File: src/rtl/gyro_pkg.sv
// Shared definitions for the emulated gyro register interface: register map,
// command-byte layout and responder state encoding.
package gyro_pkg;

  localparam logic [5:0] WHO_AM_I  = 6'h0F;
  localparam logic [5:0] CTRL_REG1 = 6'h20;
  localparam logic [5:0] CTRL_REG2 = 6'h21;
  localparam logic [5:0] CTRL_REG3 = 6'h22;
  localparam logic [5:0] CTRL_REG4 = 6'h23;
  localparam logic [5:0] CTRL_REG5 = 6'h24;
  localparam logic [5:0] OUT_X_L   = 6'h28;
  localparam logic [5:0] OUT_X_H   = 6'h29;
  localparam logic [5:0] OUT_Y_L   = 6'h2A;
  localparam logic [5:0] OUT_Y_H   = 6'h2B;
  localparam logic [5:0] OUT_Z_L   = 6'h2C;
  localparam logic [5:0] OUT_Z_H   = 6'h2D;

  localparam int CMD_RW = 7;
  localparam int CMD_MS = 6;

  typedef enum logic [1:0] {
    ST_IDLE,
    ST_CMD,
    ST_DATA,
    ST_DRAIN
  } gyro_state_e;

  typedef struct packed {
    logic       rw;
    logic       ms;
    logic [5:0] addr;
  } gyro_cmd_t;

endpackage

File: src/rtl/spi_slave_phy.sv
// Mode-3 SPI slave bit layer: pin synchronisers, edge detection and byte
// shift-in/shift-out. Knows nothing about the register map.
module spi_slave_phy #(
  parameter int SYNC_STAGES = 2
) (
  input  logic       clk,
  input  logic       rst,
  input  logic       sclk,
  input  logic       cs,
  input  logic       mosi,
  input  logic       en,
  input  logic       load,
  input  logic [7:0] load_data,
  output logic       miso,
  output logic       cs_low,
  output logic       cs_fall,
  output logic       cs_rise,
  output logic       byte_done,
  output logic [7:0] rx_byte
);

  // One extra stage past the synchroniser holds the previous value for edge detection.
  logic [SYNC_STAGES:0]   sclk_sh, cs_sh;
  logic [SYNC_STAGES-1:0] mosi_sh;
  logic       sclk_rise, sclk_fall, mosi_s, shift_ok;
  logic [2:0] bit_cnt;
  logic [6:0] rx_sr;
  logic [7:0] tx_sr;

  always_ff @(posedge clk) begin
    if (rst) begin
      sclk_sh <= '1;
      cs_sh   <= '1;
      mosi_sh <= '0;
    end else begin
      sclk_sh <= {sclk_sh[SYNC_STAGES-1:0], sclk};
      cs_sh   <= {cs_sh[SYNC_STAGES-1:0], cs};
      mosi_sh <= (mosi_sh << 1) | SYNC_STAGES'(mosi);
    end
  end

  assign mosi_s    = mosi_sh[SYNC_STAGES-1];
  assign sclk_rise = sclk_sh[SYNC_STAGES-1] & ~sclk_sh[SYNC_STAGES];
  assign sclk_fall = ~sclk_sh[SYNC_STAGES-1] & sclk_sh[SYNC_STAGES];
  assign cs_low    = ~cs_sh[SYNC_STAGES-1];
  assign cs_fall   = cs_low & cs_sh[SYNC_STAGES];
  assign cs_rise   = ~cs_low & ~cs_sh[SYNC_STAGES];

  // cs deassertion wins over a coincident sclk edge.
  assign shift_ok  = en & sclk_rise & ~cs_rise;
  assign byte_done = shift_ok & (bit_cnt == 3'd7);
  assign rx_byte   = {rx_sr, mosi_s};

  always_ff @(posedge clk) begin
    if (rst) begin
      bit_cnt <= '0;
      rx_sr   <= '0;
      tx_sr   <= '0;
      miso    <= 1'b0;
    end else if (!en || cs_rise) begin
      bit_cnt <= '0;
      rx_sr   <= '0;
      tx_sr   <= '0;
      miso    <= 1'b0;
    end else begin
      if (shift_ok) begin
        bit_cnt <= bit_cnt + 3'd1;
        rx_sr   <= rx_byte[6:0];
      end
      if (load) begin
        tx_sr <= load_data;
      end else if (sclk_fall) begin
        miso  <= tx_sr[7];
        tx_sr <= {tx_sr[6:0], 1'b0};
      end
    end
  end

endmodule

File: src/rtl/spi_gyro_responder.sv
// Gyro register-interface emulator: command decode, address counter,
// CTRL register bank and coherent sample snapshot on top of the SPI PHY.
module spi_gyro_responder
  import gyro_pkg::*;
#(
  parameter int         SYNC_STAGES  = 2,
  parameter logic [7:0] WHO_AM_I_VAL = 8'hD3,
  parameter logic [7:0] CTRL1_RST    = 8'h07
) (
  input  logic        clk,
  input  logic        rst,
  input  logic        sclk,
  input  logic        cs,
  input  logic        mosi,
  output logic        miso,
  input  logic [15:0] sample_x,
  input  logic [15:0] sample_y,
  input  logic [15:0] sample_z,
  output logic [7:0]  ctrl1,
  output logic        wr_strobe,
  output logic [5:0]  wr_addr,
  output logic [7:0]  wr_data,
  output logic        busy
);

  gyro_state_e     state, state_nxt;
  gyro_cmd_t       rx_cmd;
  logic            cmd_rw, cmd_ms;
  logic [5:0]      addr, addr_nxt;
  logic [4:0][7:0] ctrl_q;
  logic [47:0]     snap;
  logic [SYNC_STAGES:0] grd_pipe;
  logic            guard, en, load, wr_hit;
  logic            cs_low, cs_fall, cs_rise, byte_done;
  logic [7:0]      load_data, rx_byte;
  logic [2:0]      ctrl_idx;

  spi_slave_phy #(.SYNC_STAGES(SYNC_STAGES)) u_phy (
    .clk       (clk),
    .rst       (rst),
    .sclk      (sclk),
    .cs        (cs),
    .mosi      (mosi),
    .en        (en),
    .load      (load),
    .load_data (load_data),
    .miso      (miso),
    .cs_low    (cs_low),
    .cs_fall   (cs_fall),
    .cs_rise   (cs_rise),
    .byte_done (byte_done),
    .rx_byte   (rx_byte)
  );

  function automatic logic [7:0] rd_val(input logic [5:0] a);
    logic [7:0] v;
    v = 8'h00;
    if (a == WHO_AM_I)                       v = WHO_AM_I_VAL;
    else if (a inside {[CTRL_REG1:CTRL_REG5]}) v = ctrl_q[a[2:0]];
    else if (a inside {[OUT_X_L:OUT_Z_H]})     v = snap[{a[2:0], 3'b000} +: 8];
    return v;
  endfunction

  assign rx_cmd   = gyro_cmd_t'(rx_byte);
  assign en       = (state == ST_CMD) || (state == ST_DATA);
  assign addr_nxt = cmd_ms ? addr + 6'd1 : addr;
  assign ctrl_idx = 3'(addr - CTRL_REG1);
  assign wr_hit   = (state == ST_DATA) && byte_done && !cmd_rw &&
                    (addr inside {[CTRL_REG1:CTRL_REG5]});
  assign ctrl1    = ctrl_q[0];

  // The synchronisers reset to cs=1, so a cs already low at reset release looks
  // like a falling edge for the first few cycles; those edges lead to DRAIN.
  assign guard = grd_pipe[SYNC_STAGES];

  always_ff @(posedge clk) begin
    if (rst) state <= ST_IDLE;
    else     state <= state_nxt;
  end

  always_comb begin
    state_nxt = state;
    load      = 1'b0;
    load_data = 8'h00;
    case (state)
      ST_IDLE:  if (cs_fall) state_nxt = guard ? ST_DRAIN : ST_CMD;
      ST_CMD: begin
        if (cs_rise) state_nxt = ST_IDLE;
        else if (byte_done) begin
          state_nxt = ST_DATA;
          load      = 1'b1;
          load_data = rx_cmd.rw ? rd_val(rx_cmd.addr) : 8'h00;
        end
      end
      ST_DATA: begin
        if (cs_rise) state_nxt = ST_IDLE;
        else if (byte_done) begin
          load      = 1'b1;
          load_data = cmd_rw ? rd_val(addr_nxt) : 8'h00;
        end
      end
      ST_DRAIN: if (!cs_low) state_nxt = ST_IDLE;
      default:  state_nxt = ST_IDLE;
    endcase
  end

  always_ff @(posedge clk) begin
    if (rst) begin
      grd_pipe  <= '1;
      cmd_rw    <= 1'b0;
      cmd_ms    <= 1'b0;
      addr      <= '0;
      ctrl_q    <= '0;
      ctrl_q[0] <= CTRL1_RST;
      snap      <= '0;
      busy      <= 1'b0;
      wr_strobe <= 1'b0;
      wr_addr   <= '0;
      wr_data   <= '0;
    end else begin
      grd_pipe  <= grd_pipe << 1;
      busy      <= (state_nxt == ST_CMD) || (state_nxt == ST_DATA);
      wr_strobe <= wr_hit;
      if (wr_hit) begin
        wr_addr          <= addr;
        wr_data          <= rx_byte;
        ctrl_q[ctrl_idx] <= rx_byte;
      end
      if (state == ST_IDLE && state_nxt == ST_CMD)
        snap <= {sample_z, sample_y, sample_x};
      if (state == ST_CMD && byte_done && !cs_rise) begin
        cmd_rw <= rx_cmd.rw;
        cmd_ms <= rx_cmd.ms;
        addr   <= rx_cmd.addr;
      end else if (state == ST_DATA && byte_done) begin
        addr <= addr_nxt;
      end
    end
  end

endmodule

File: config.mk
export PLATFORM = sky130hd
export DESIGN_NAME = spi_gyro_responder
export DESIGN_NICKNAME = d
export VERILOG_FILES = /design/src/rtl/gyro_pkg.sv /design/src/rtl/spi_slave_phy.sv /design/src/rtl/spi_gyro_responder.sv
export SDC_FILE = /design/constraint.sdc
export NUM_CORES = 1
export LEC_CHECK = 0
export ABC_AREA = 1
export CAP_MARGIN = 20
export CORE_MARGIN = 1.5
export CORE_UTILIZATION = 40
export CTS_BUF_LIST = sky130_fd_sc_hd__clkbuf_8 sky130_fd_sc_hd__clkbuf_16
export DETAILED_ROUTE_END_ITERATION = 10
export PLACE_DENSITY_LB_ADDON = 0.12
export SETUP_SLACK_MARGIN = 0.1
export SLEW_MARGIN = 20
export SYNTH_ARGS = -nofsm -noshare
export SYNTH_HDL_FRONTEND = slang
export SYNTH_HIERARCHICAL = 1
export SYNTH_SLANG_ARGS = --single-unit
File: constraint.sdc
create_clock -name clk -period 3.5 [get_ports clk]
set_input_delay 1.05 -clock clk [delete_from_list [all_inputs] [get_ports clk]]
set_output_delay 1.05 -clock clk [all_outputs]
set_load 0.02 [all_outputs]
Word-level counts from Yosys, hierarchy flattened
Index checks and enable logic that the tools add are counted.
{ "word_totals": {"input_bits": 53, "out_inout_bits": 25, "latch_bits": 0, "mem_bits_ro": 0, "mem_bits_rw": 0, "ff_bits": 144, "mem_count": 0} }
{ "op_classes": {"muxes": 36, "n_shift": 2, "magnitude_cmp": 14, "eq_ne": 8, "add_sub_neg": 3, "n_mul": 0, "div": 0, "n_reduce_logical": 24, "bitwise": 14} }
{ "op_table": {"columns": ["op", "count"], "rows": [
  ["two-way mux 8 bit", 17],
  ["indexed part select 48 x 7 -> 8 bit", 2],
  ["binary-select mux 8 bit (select 3 bit)", 2],
  ["bitwise mux 40 bit", 1],
  ["greater-or-equal comparator 6 bit, second input constant", 5],
  ["less-or-equal comparator 6 bit, second input constant", 5],
  ["demux 8 bit (select 3 bit)", 1],
  ["two-way mux 6 bit", 3],
  ["case mux 8 bit (2 select lines)", 1],
  ["equality test 6 x 4 -> 1 bit, second input constant", 2],
  ["logical AND 1 bit", 12],
  ["< comparator 3 x 4 -> 1 bit, second input constant", 3],
  ["two-way mux 2 bit", 6],
  ["case mux 2 bit (4 select lines)", 1],
  ["AND 1 bit", 7],
  ["adder 6 x 1 -> 6 bit, second input constant", 1],
  ["equality test 2 bit, second input constant", 3],
  ["inverter 1 bit", 6],
  ["equality test 2 x 1 -> 1 bit, second input constant", 2],
  ["two-way mux 1 bit", 4],
  ["nonzero test 2 bit", 2],
  ["OR reduction 2 bit", 2],
  ["adder 3 x 1 -> 3 bit, second input constant", 1],
  ["equality test 3 bit, second input constant", 1],
  ["other kinds (7)", 11]
]} }

Longest topological paths before layout
{ "depth": {"word_depth": 12, "ltp_mapped": 19, "depth_no_buf": 18} }

Cells and area by module
The synthesis kept the hierarchy.
{ "by_module_without_submodules": {"columns": ["module", "cells_each", "seq_area_each_um2", "area_per_inst_um2", "instances"], "rows": [
  ["spi_gyro_responder", 987, 2342.2, 6482.5, 1],
  ["spi_slave_phy", 162, 540.5, 1176.1, 1]
]} }

Worst setup path before layout
OpenSTA, ideal clock, no wires.
{ "synth_timing": {"kind": "register -> register", "start": "reg state[0]", "end": "reg snap[46]", "n_path_buf": 2, "setup_time_ps": 65, "t_arrival_ps": 2577, "stages_incl_launch_ff": 14, "required_ps": 3435, "period_less_slack_ps": 2642, "path_slack_ps": 858, "cell_sequence": "dfxtp_1 inv_1 ha_1 nand3_2 nor2_1 nand3_1 nand2_1 o22ai_1 ha_1 nand2_1 clkbuf_1 clkbuf_1 o21ai_0 nor2_1"} }
{ "synth_between": {"elab_chain_len": 10} }
{ "synth_rtl": {"columns": ["element", "line_no", "source"], "rows": [
  ["from (decl)", "spi_gyro_responder.sv:26", "gyro_state_e state, state_nxt;"],
  ["from (signal assigned)", "spi_gyro_responder.sv:78", "else state <= state_nxt;"],
  ["equality test 2 x 1 -> 1 bit / equality test 2 bit (equally long branches)", "spi_gyro_responder.sv:65", "assign en = (state == ST_CMD) || (state == ST_DATA);"],
  ["logical OR 1 bit (*)", "spi_gyro_responder.sv:65", null],
  ["named net en", "spi_gyro_responder.sv:33", "logic guard, en, load, wr_hit;"],
  ["AND 1 bit (*) (2 in a row)", "spi_slave_phy.sv:50", "assign shift_ok = en & sclk_rise & ~cs_rise;"],
  ["AND 1 bit (*)", "spi_slave_phy.sv:51", "assign byte_done = shift_ok & (bit_cnt == 3'd7);"],
  ["named net byte_done", "spi_gyro_responder.sv:34", "logic cs_low, cs_fall, cs_rise, byte_done;"],
  ["two-way mux 2 bit (*)", "spi_gyro_responder.sv:89", "else if (byte_done) begin"],
  ["two-way mux 2 bit (*)", "spi_gyro_responder.sv:88", "if (cs_rise) state_nxt = ST_IDLE;"],
  ["case mux 2 bit (4 select lines) (*)", "spi_gyro_responder.sv:85", "case (state)"],
  ["equality test 2 x 1 -> 1 bit (*)", "spi_gyro_responder.sv:129", "if (state == ST_IDLE && state_nxt == ST_CMD)"],
  ["logical AND 1 bit (*)", "spi_gyro_responder.sv:129", null],
  ["to (signal assigned)", "spi_gyro_responder.sv:130", "snap <= {sample_z, sample_y, sample_x};"],
  ["to (decl)", "spi_gyro_responder.sv:31", "logic [47:0] snap;"]
]} }
The timed path passes the listed nets; every way through them passes the cells marked *.
A chain may end at the register's enable or synchronous reset.

Worst setup path in the final report
{ "layout_timing": {"start": "reg state[0]", "end": "reg ctrl_q[38] in the netlist's numbering"} }
{ "layout_between": {"elab_chain_len": 8} }
{ "layout_rtl": {"columns": ["element", "line_no", "source"], "rows": [
  ["equality test 2 x 1 -> 1 bit / equality test 2 bit (equally long branches)", "spi_gyro_responder.sv:65", null],
  ["logical OR 1 bit (*)", "spi_gyro_responder.sv:65", null],
  ["named net en", "spi_gyro_responder.sv:33", null],
  ["AND 1 bit (*) (2 in a row)", "spi_slave_phy.sv:50", null],
  ["AND 1 bit (*)", "spi_slave_phy.sv:51", null],
  ["named net byte_done", "spi_gyro_responder.sv:34", null],
  ["logical AND 1 bit (*) (3 in a row)", "spi_gyro_responder.sv:68", "assign wr_hit = (state == ST_DATA) && byte_done && !cmd_rw &&"],
  ["to (signal, indexed assignment)", "spi_gyro_responder.sv:127", "ctrl_q[ctrl_idx] <= rx_byte;"],
  ["to (decl)", "spi_gyro_responder.sv:30", "logic [4:0][7:0] ctrl_q;"]
]} }
Marked as above.

==> insert_results.sql <==
INSERT INTO impl_metrics (metric_group, metric, value, unit) VALUES
('global_routing', 'initial_antenna_violation_count', '0', ''),
('clock_network', 'number_of_gates_resized_after_cts', '0', ''),
('detailed_routing', 'routed_wire_length_per_instance', '17.08', 'um'),
('detailed_routing', 'drt_first_pass_iters', '8', ''),
('clock_network', 'post_cts_setup_inserts', '0', ''),
('setup_path', 'req_time_crit_path', '3810', 'ps'),
('run_status', 'run_status', 'finished clean', ''),
('yosys', 'async_reset_ff_share', '0', '%'),
('yosys', 'cell_variety_after_synth', '39', ''),
('global_routing', 'grt_overflow', '0', ''),
('timing', 'max_freq', '0.3305', 'GHz'),
('yosys', 'synth_fp_nets', '1212', ''),
('global_routing', 'via_count_of_the_first_global_routing_pass', '7053', ''),
('cells_and_area', 'layout-area-overhead-vs-synth', '20.26', '%'),
('cells_and_area', 'layout-drive-gt1-share', '9.031', '%'),
('setup_path', 'cp_cell_sequence', 'inv_1, ha_1, nand3_2, nor2_2, nand2_1, nor3_1, nand2_1, nor2_1, nand3_2, o21ai_0, a21oi_1', ''),
('setup_path', 'critical_path_buf_inv_count', '1', ''),
('detailed_routing', 'wl_met3', '1856', 'um'),
('detailed_routing', 'antenna_violating_nets_post_route', '0', ''),
('placement', 'routabilityCongestion', '0.8794', ''),
('yosys', 'postSynthCellCount', '1149', ''),
('floorplan', 'fp.dieH', '141.4', 'um'),
('timing', 'fin_setup_tns', '0', 'ps'),
('yosys', 'netlist_area_before_placement', '7659', 'um2'),
('clock_network', 'cts-root-buf', 'sky130_fd_sc_hd__clkbuf_16', ''),
('timing', 'clock-skew-final', '8.955', 'ps'),
('setup_path', 'worst_setup_path_end_kind', 'flop', ''),
('setup_path', 'cpLargestDelayFamily', 'simple AND/OR/NAND/NOR gates', ''),
('clock_network', 'clock_latency', '440', 'ps'),
('setup_path', 'cpMaxStageDelayCell', 'sky130_fd_sc_hd__dfxtp_1', ''),
('clock_network', 'cts_inserted_buffers', '17', ''),
('floorplan', 'die_area', '19990', 'um2'),
('cells_and_area', 'area_of_the_multi_input_gates', '3968', 'um2'),
('hold_path', 'worstHoldPathType', 'flop to flop', ''),
('floorplan', 'placement_rows', '50', ''),
('timing', 'max_slew.worst_pin.slew', '892.7', 'ps'),
('global_routing', 'first_pass_grt_wire_length', '39070', 'um'),
('cells_and_area', 'fillerInstances', '1964', ''),
('detailed_routing', 'first_iter_violations', '693', ''),
('yosys', 'total_of_flip_flops_plus_latches_after_synthesis', '144', ''),
('timing', 'timing.final.max_slew_violations', '0', ''),
('cells_and_area', 'finalNetCount', '1268', ''),
('flow_run', 'maximum_capacitance_violations', '0', ''),
('setup_path', 'timing.critical_path.arrival', '3340', 'ps'),
('yosys', 'synth.yosys.seq_area_share', '37.64', '%'),
('timing', 'max-slew-margin-rel', '40.42', '%'),
('timing', 'final_hold_viol_count', '0', ''),
('yosys', 'synth_edf_count', '0', ''),
('setup_path', 'crit_fanout', '16', ''),
('placement', 'dp_wirelength', '17040', 'um'),
('yosys', 'yosysWarnings', '6', ''),
('detailed_routing', 'post_drt_via_cell_ratio', '5.290', ''),
('detailed_routing', 'top_signal_layer_used', 'met4', ''),
('timing', 'timing.final.setup_violations', '0', ''),
('detailed_routing', 'routed_wl', '24800', 'um'),
('detailed_routing', 'detail_route.wirelength.met1', '11400', 'um'),
('floorplan', 'top_level_ports', '78', ''),
('clock_network', 'number_of_buffers_on_the_longest_clock_path', '2', ''),
('floorplan', 'initial_core_util', '40.81', '%'),
('yosys', 'postSynth.topFlopCell', 'sky130_fd_sc_hd__dfxtp_1', ''),
('power', 'maximum_ir_drop_on_the_vdd_rail', '320.4', 'uV'),
('clock_network', 'cts.sinks', '144', ''),
('setup_path', 'worstSetupPathType', 'flop to flop', ''),
('detailed_routing', 'routed-wl-met2', '11050', 'um'),
('setup_path', 'max_stage_delay', '400', 'ps'),
('timing', 'final_min_period_over_clock_period', '86.45', '%'),
('setup_path', 'crit_path_start_kind', 'flop', ''),
('timing', 'min_period', '3026', 'ps'),
('detailed_routing', 'dr_total_vias', '7681', ''),
('floorplan', 'fp.coreArea', '18770', 'um2'),
('power', 'static-leakage-power', '0.003782', 'uW');
==> cell type report <==
class                      instances  share of cell area [%]
clock buffer                      18                   4.768
clock inverter                    14                   2.228
multi-input combinational        824                   43.08
inverter                         113                   4.660
timing repair buffer             105                   10.79
tap                              234                   3.179
sequential                       144                   31.30
==> worst min-delay path: stages, from the launching register on <==
cell and delay, ps:
sky130_fd_sc_hd__dfxtp_1 300, sky130_fd_sc_hd__inv_1 40, sky130_fd_sc_hd__nor2_1 30
==> per-stage QoR <==
stage	utilization (%)	power (uW)	std cells	area, um2	hold slack (ps)
after floorplan	-	2232	1149	7659	388.3
after global placement	45.57	2444	1420	8553	392.1
after detailed placement	45.57	2448	1420	8553	396.3
after CTS	49.01	4469	1452	9198	408.1
after global routing	49.07	4626	1452	9210	428.3
final	49.07	4443	1452	9210	405.3
==> flip-flops by register name, indices dropped and copies added (netlist names) <==
signal,count
addr,6
busy,1
cmd_ms,1
cmd_rw,1
ctrl1,8
ctrl_q,32
grd_pipe,3
snap,48
state,2
u_phy/bit_cnt,3
u_phy/cs_sh,3
u_phy/miso,1
u_phy/mosi_sh,2
u_phy/rx_sr,7
u_phy/sclk_sh,3
u_phy/tx_sr,8
wr_addr,6
wr_data,8
wr_strobe,1
==> cells in the mapped netlist (all sizes together), types with 6 or more instances <==
cell / instances / area (um2)
nand2: 290 / 1155
dfxtp: 144 / 2883
nor2: 137 / 564.3
o21ai: 120 / 608.1
inv: 110 / 417.9
a21oi: 109 / 556.8
nand3: 109 / 578.1
buf: 38 / 281.5
clkbuf: 30 / 112.6
ha: 10 / 125.1
o211ai: 10 / 75.07
o221ai: 9 / 78.83
or2: 7 / 43.80
a31oi: 6 / 37.54
==> per-layer routing <==
layer  vias to the layer above  global-route usage (%)
met5                         -                       0
met4                         0                   7.705
met3                        40                   6.952
met2                       261                   39.40
met1                      3516                   34.56
li1                       3864                       -
==> worst paths after layout <==
kind | from | to | slack [ps] | cells past startpoint
max | state[0]$_SDFF_PP0_ | ctrl_q[38]$_SDFFE_PP0P_ | 470 | 11
min | u_phy/mosi_sh[0]$_SDFF_PP0_ | u_phy/mosi_sh[1]$_SDFF_PP0_ | 410 | 2
max reg2reg | state[0]$_SDFF_PP0_ | ctrl_q[38]$_SDFFE_PP0P_ | 470 | 11
min reg2reg | u_phy/mosi_sh[0]$_SDFF_PP0_ | u_phy/mosi_sh[1]$_SDFF_PP0_ | 410 | 2
==> power by group <==
group / internal, uW / total, uW / switching [uW]
combinational: 228 / 573 / 346
sequential: 1760 / 1840 / 84.4
clock: 1230 / 2030 / 801
==> cells in the final DEF (no fill, tap or decap), types with 2 or more instances in the layout <==
| cell | count |
|---|---|
| sky130_fd_sc_hd__nor2_4 | 6 |
| sky130_fd_sc_hd__o21ai_2 | 2 |
| sky130_fd_sc_hd__o2111ai_1 | 2 |
| sky130_fd_sc_hd__nand3_2 | 5 |
| sky130_fd_sc_hd__a31oi_1 | 6 |
| sky130_fd_sc_hd__o21ai_0 | 115 |
| sky130_fd_sc_hd__o221ai_1 | 9 |
| sky130_fd_sc_hd__clkdlybuf4s50_1 | 77 |
| sky130_fd_sc_hd__a21oi_1 | 108 |
| sky130_fd_sc_hd__buf_4 | 27 |
| sky130_fd_sc_hd__inv_8 | 2 |
| sky130_fd_sc_hd__clkinvlp_4 | 2 |
| sky130_fd_sc_hd__clkinv_1 | 3 |
| sky130_fd_sc_hd__inv_6 | 4 |
| sky130_fd_sc_hd__nor3_1 | 2 |
| sky130_fd_sc_hd__clkinv_4 | 2 |
| sky130_fd_sc_hd__nor2_1 | 128 |
| sky130_fd_sc_hd__nand2_4 | 3 |
| sky130_fd_sc_hd__nand3_1 | 103 |
| sky130_fd_sc_hd__or2_2 | 6 |
| sky130_fd_sc_hd__o21ai_1 | 3 |
| sky130_fd_sc_hd__nand2_2 | 14 |
| sky130_fd_sc_hd__bufinv_16 | 4 |
| sky130_fd_sc_hd__nand2_1 | 272 |
| sky130_fd_sc_hd__nor2_2 | 3 |
| sky130_fd_sc_hd__clkbuf_16 | 17 |
| sky130_fd_sc_hd__ha_1 | 10 |
| sky130_fd_sc_hd__o211ai_1 | 10 |
| sky130_fd_sc_hd__inv_2 | 7 |
| sky130_fd_sc_hd__inv_1 | 103 |
| sky130_fd_sc_hd__nand3b_1 | 3 |
| sky130_fd_sc_hd__nand4_1 | 3 |
| sky130_fd_sc_hd__o22ai_1 | 3 |
| sky130_fd_sc_hd__dfxtp_1 | 144 |
==> logic make-up after synthesis <==
family | Yosys count | synth area share, %
AO/OA/AOI/OAI | 261 | 18.54
XOR/XNOR | 1 | 0.1144
adder cells (fa/ha/maj) | 10 | 1.634
buffers and inverters | 181 | 10.75
flip-flops | 144 | 37.64
AND/OR/NAND/NOR | 552 | 31.32
(Power assumes the default switching activity.)
